===== src/rtl/instr_encoder.sv =====
// Packs eBPF field bundles into 64-bit instruction words; LD_IMM64 takes two output slots.
// Optional range checking of off/imm is built when ENC_RANGE_CHECK_EN is defined.
module instr_encoder #(
   parameter logic [7:0]  WIDE_OP = 8'h18,
   parameter int unsigned CNT_W   = 32
) (
   input  logic             clk,
   input  logic             rst,
   input  logic             in_valid,
   output logic             in_ready,
   input  logic [7:0]       in_op,
   input  logic [3:0]       in_dst,
   input  logic [3:0]       in_src,
   input  logic [63:0]      in_off,
   input  logic [63:0]      in_imm,
   output logic             out_valid,
   input  logic             out_ready,
   output logic [63:0]      out_data,
   output logic             out_last,
   output logic             out_err,
   output logic [CNT_W-1:0] icount
);

   typedef enum logic [1:0] {StIdle, StLo, StHi} state_e;

   state_e           state_q, state_d;
   logic [63:0]      word0_q;
   logic [31:0]      hi_q;
   logic             wide_q;
   logic             err_q;
   logic [CNT_W-1:0] icount_q;
   logic             accept;

   assign accept = in_valid & in_ready;
   assign icount = icount_q;

   // in_ready only depends on registered state and out_ready, never on in_valid
   always_comb begin
      in_ready = 1'b0;
      case (state_q)
         StIdle:  in_ready = 1'b1;
         StLo:    in_ready = out_ready & ~wide_q;
         StHi:    in_ready = out_ready;
         default: in_ready = 1'b0;
      endcase
   end

   always_ff @(posedge clk or posedge rst) begin
      if (rst) begin
         state_q <= StIdle;
      end else begin
         state_q <= state_d;
      end
   end

   always_comb begin
      state_d = state_q;
      case (state_q)
         StIdle: begin
            if (accept) state_d = StLo;
         end
         StLo: begin
            if (out_ready) begin
               if (wide_q)      state_d = StHi;
               else if (accept) state_d = StLo;
               else             state_d = StIdle;
            end
         end
         StHi: begin
            if (out_ready) state_d = accept ? StLo : StIdle;
         end
         default: state_d = StIdle;
      endcase
   end

   always_comb begin
      out_valid = 1'b0;
      out_data  = 64'h0;
      out_last  = 1'b0;
      out_err   = 1'b0;
      case (state_q)
         StLo: begin
            out_valid = 1'b1;
            out_data  = word0_q;
            out_last  = ~wide_q;
            out_err   = err_q;
         end
         StHi: begin
            out_valid = 1'b1;
            out_data  = {hi_q, 32'h0};
            out_last  = 1'b1;
         end
         default: ;
      endcase
   end

   // Both halves are captured at accept so the source may move on immediately
   always_ff @(posedge clk or posedge rst) begin
      if (rst) begin
         word0_q <= 64'h0;
         hi_q    <= 32'h0;
         wide_q  <= 1'b0;
      end else if (accept) begin
         word0_q <= {in_imm[31:0], in_off[15:0], in_src, in_dst, in_op};
         hi_q    <= in_imm[63:32];
         wide_q  <= (in_op == WIDE_OP);
      end
   end

`ifdef ENC_RANGE_CHECK_EN
   logic off_ok, imm_ok;

   assign off_ok = (&in_off[63:15]) | ~(|in_off[63:15]);
   assign imm_ok = (&in_imm[63:31]) | ~(|in_imm[63:31]) | (in_op == WIDE_OP);

   always_ff @(posedge clk or posedge rst) begin
      if (rst) begin
         err_q <= 1'b0;
      end else if (accept) begin
         err_q <= ~(off_ok & imm_ok);
      end
   end
`else
   logic unused_off;

   assign unused_off = ^in_off[63:16];
   assign err_q      = 1'b0;
`endif

   always_ff @(posedge clk or posedge rst) begin
      if (rst) begin
         icount_q <= '0;
      end else if (out_valid & out_ready & out_last) begin
         icount_q <= icount_q + CNT_W'(1);
      end
   end

endmodule

===== config.mk =====
export PLATFORM = sky130hd
export DESIGN_NAME = instr_encoder
export DESIGN_NICKNAME = d
export VERILOG_FILES = /design/src/rtl/instr_encoder.sv
export SDC_FILE = /design/constraint.sdc
export NUM_CORES = 1
export LEC_CHECK = 0
export CORE_ASPECT_RATIO = 1.1
export CORE_MARGIN = 8
export CORE_UTILIZATION = 43
export CTS_CLUSTER_SIZE = 40
export DETAILED_ROUTE_END_ITERATION = 10
export GPL_TIMING_DRIVEN = 0
export PLACE_DENSITY = 0.82
export SLEW_MARGIN = 10
export SYNTH_ARGS = -nofsm -noshare
export SYNTH_HDL_FRONTEND = slang
export SYNTH_SLANG_ARGS = --single-unit

===== constraint.sdc =====
create_clock -name clk -period 6.3 [get_ports clk]
set_input_delay 1.89 -clock clk [delete_from_list [all_inputs] [get_ports clk]]
set_output_delay 1.89 -clock clk [all_outputs]
set_load 0.01 [all_outputs]

# Yosys cells after proc, flatten, opt, wreduce, memory -nomap -nowiden
# Cells that the tools add are included.
op_classes:
  reduce_logical: 3
  addsub: 1
  eq_ne: 6
  mux: 10
  bitwise_logic: 5
ops:
  columns: ["cell", "n"]
  rows:
  - ["$pmux W64 S2", 1]
  - ["$add A32 B1 Y32 const B", 1]
  - ["$eq A8 B5 Y1 const B", 1]
  - ["$mux W2", 4]
  - ["$ne A2 B2 Y1 const B", 3]
  - ["$pmux W2 S3", 1]
  - ["$and A1 B1 Y1", 4]
  - ["$pmux W1 S3", 1]
  - ["$reduce_and A3 Y1", 1]
  - ["$eq A2 B1 Y1 const B", 1]
  - ["$eq A2 B2 Y1 const B", 1]
  - ["$logic_not A2 Y1", 1]
  - ["$mux W1", 2]
  - ["$pmux W1 S2", 1]
  - ["$reduce_or A2 Y1", 1]
  - ["$not A1 Y1", 1]
word_totals:
  in_bits: 148
  out_inout_bits: 100
  register_bits: 131
  word_cells: 30

# Longest topological paths before layout
logic_depth:
  word_depth: 8
  mapped_depth: 9
  ltp_nobuf: 6

# Worst setup path after synthesis
# OpenSTA, ideal clock, no wires.
synth_timing:
  path_type: "in2out"
  startpoint: "input out_ready"
  endpoint: "output in_ready"
  required_time_ns: 4.410
  slack_ns: 2.151
  n_path_buf: 0
  t_arrival_ns: 2.259
  stages: 3
  cell_sequence: "o21a_2 nor2_1 nor2_1"
synth_via:
  elab_chain_len: 2
synth_rtl:
  columns: ["element", "line_no", "rtl"]
  rows:
  - ["from (decl)", "17", "input logic out_ready,"]
  - ["$and A1 B1 Y1", "42", "StLo: in_ready = out_ready & ~wide_q;"]
  - ["$pmux W1 S3 (*)", "40", "case (state_q)"]
  - ["to (decl)", "10", "output logic in_ready,"]
# Every way passes the cells marked *; elsewhere a longest branch is shown, timed or not.

# Worst setup path in the final report
# Same ends and word-level chain as after synthesis.

==> metrics.cfg <==
[route]
vias_per_cell = 5.20
routed-via-count = 4693
finalWirelength_um = 17600
antenna_left = 0
wl_per_cell_um = 19.5
drt-pass1-iter-count = 4
route.detailed.drc = 0
drt-initial-drc-count = 212

[cts]
path_clk_slew_ps = 60
clock_path_buffers = 2
hold_buffers = 0
cts.htree.levels = 4
cts_root_buf = clkbuf_16
cts_tree = built
cts.sinks = 131
cts_buffers = 17
worstSkewPairLatency_ps = 410
ctsResizeCount = 0
post_cts_buffers = 0

[worst_hold_path]
hold_path.class = reg2reg

[timing]
finalSetupViolations = 0
rsz0062_at_grt = false
fmax_mhz = 191
setup_tns_ps = 0
finalCriticalPeriod_ps = 5230
finalHoldViolCount = 0
slew_headroom = 0.433
holdWs_ps = 488
clock_skew_ps = 5.97
fin_crit_sh = 0.830
worstMarginPinSlew_ps = 843
slew_viol_final = 0

[grt]
antenna_found_initial = 0
grt_pass1_wl_um = 27500
first_global_vias = 5155
grt_max_degree = 68
grtUsageTotal = 0.196
grt-ovfl-total = 0

[flow_run]
max_cap_viol_count = 0

[power]
p_leak_nw = 3.69
power_density_nw_per_um2 = 426
finalPower_mw = 3.79
vdd_ir_drop_max_mv = 0.236

[synthesis]
synthDistinctLibCells = 35
synth_top_area_frac = 0.544
synth_area_leader_cell = dfrtp_1
synthArstFlopShare = 1.00
avgSynthCellArea_um2 = 12.5
yosysSeqAreaShare = 0.544
synth_ff_type = dfrtp_1
synth_edf_count = 0
synth-seq-cells = 131
synth_nets = 637
postSynthCellCount = 484
yosysWarnings = 0
netlist_area_um2 = 6030
synthTopCellsByArea = dfrtp_1 (54%), mux2_2 (13%), mux2_1 (5.6%), a22oi_1 (4.0%), and3_1 (3.8%)

[final_layout]
antenna_cells = 0
drive_above_1_share = 0.164
fillers = 1086
fin_nets = 855
syn_to_final_growth_pct = 47.7
final_area_um2 = 8900

[critical_path]
worst_ep_required_time_ps = 4410
critical_path.max_fanout = 4
worstSetupEndpointType = output port
crit_type = in2out
crit_path_start_kind = primary input
arrival_ps = 3340

[die]
initial_core_util = 0.439
num_rows = 45
io_pins = 248
die_h_um = 140
core_um2 = 13700
die_area_um2 = 18100
die_x_um = 129

[outcome]
status = finished clean

[place]
io_buffer_count = 198
dpl_cell_area_um2 = 8280
hpwl_um = 13100
gp_congestion = 0.825

-- cell families (layout without fill, tap and decap cells) --
kind of cell / count (synthesis) / after routing / share of synthesized area
AND/OR/NAND/NOR: 132 / 132 / 0.127
other: 1 / 1 / 0.000622
buffers and inverters: 41 / 272 / 0.0326
AO/OA/AOI/OAI: 45 / 45 / 0.0577
flip-flops: 131 / 131 / 0.544
adder cells (fa/ha/maj): 5 / 5 / 0.0104
multiplexers: 98 / 98 / 0.183
XOR/XNOR: 31 / 31 / 0.0450
-- worst paths after layout --
path,slack [ps],from,cells after the start,to
hold reg to reg,490,word0_q[0],1,word0_q[0]
hold / removal,490,word0_q[0],1,word0_q[0]
min in group asynchronous,1940,rst,2,word0_q[52]
max in group asynchronous,3610,rst,3,word0_q[27]
setup / recovery,1070,out_ready,5,in_ready
setup reg to reg,3900,state_q[1],9,hi_q[12]
-- metal layers --
layer / vias to the layer above / wire length, µm / GRT usage
met5: - / 0 / 0
met4: 0 / 255 / 0.0675
met3: 18 / 1250 / 0.0642
met2: 150 / 8840 / 0.334
met1: 2358 / 7240 / 0.224
li1: 2167 / - / -
-- cell usage in the layout, fill, tap and decap left out, types with 16 or more instances in the layout --
cell,synthesis,layout
mux2_1,30,30
clkdlybuf4s50_1,0,198
nand4_1,16,16
nor2b_1,34,34
clkbuf_16,0,17
mux2_2,68,68
dfrtp_1,131,131
a22oi_1,32,32
clkbuf_1,19,21
and3_1,37,37
xnor2_1,26,26
-- area by class of cell --
type	count	area (µm²)	share of cell area
Sequential cell	131	3280	0.368
Clock inverter	8	123	0.0138
Inverter	7	31.3	0.00351
Clock buffer	24	502	0.0563
Multi-Input combinational cell	312	2560	0.287
Timing Repair Buffer	199	2010	0.226
Tap cell	188	235	0.0264
Buffer	34	170	0.0191
-- cells in the mapped netlist, types with 5 or more instances --
library cell and count:
mux2_1 30, nor3_1 6, buf_2 9, xnor2_1 26, inv_1 7, nand2_1 10
nor2b_1 34, ha_1 5, dfrtp_1 131, nand4_1 16, nand3_1 12, mux2_2 68
xor2_1 5, nor2_1 10, a22oi_1 32, clkbuf_1 19, and3_1 37
-- worst max-delay path, stage by stage --
cell	delay [ps]
clkdlybuf4s50_1	520
o21a_2	210
nor2_1	50
nor2_1	90
clkdlybuf4s50_1	580
-- power breakdown --
part / leakage [nW] / switching, mW / internal [mW]
clock network: 0.298 / 0.354 / 0.674
logic: 1.79 / 0.628 / 0.790
registers: 1.60 / 0.178 / 1.17
-- registers in the layout, indices dropped and copies added (netlist names) --
signal	flops
hi_q	32
wide_q	1
icount	32
word0_q	64
state_q	2
-- stage by stage --
step / util / instances / worst slack (ps)
after detailed placement: 0.603 / 871 / 1080
after global placement: 0.600 / 870 / -730
after floorplan: - / 484 / 912
after global routing: 0.648 / 903 / 997
final: 0.648 / 903 / 1070
after CTS: 0.648 / 903 / 1080
(Power assumes the default switching activity.)
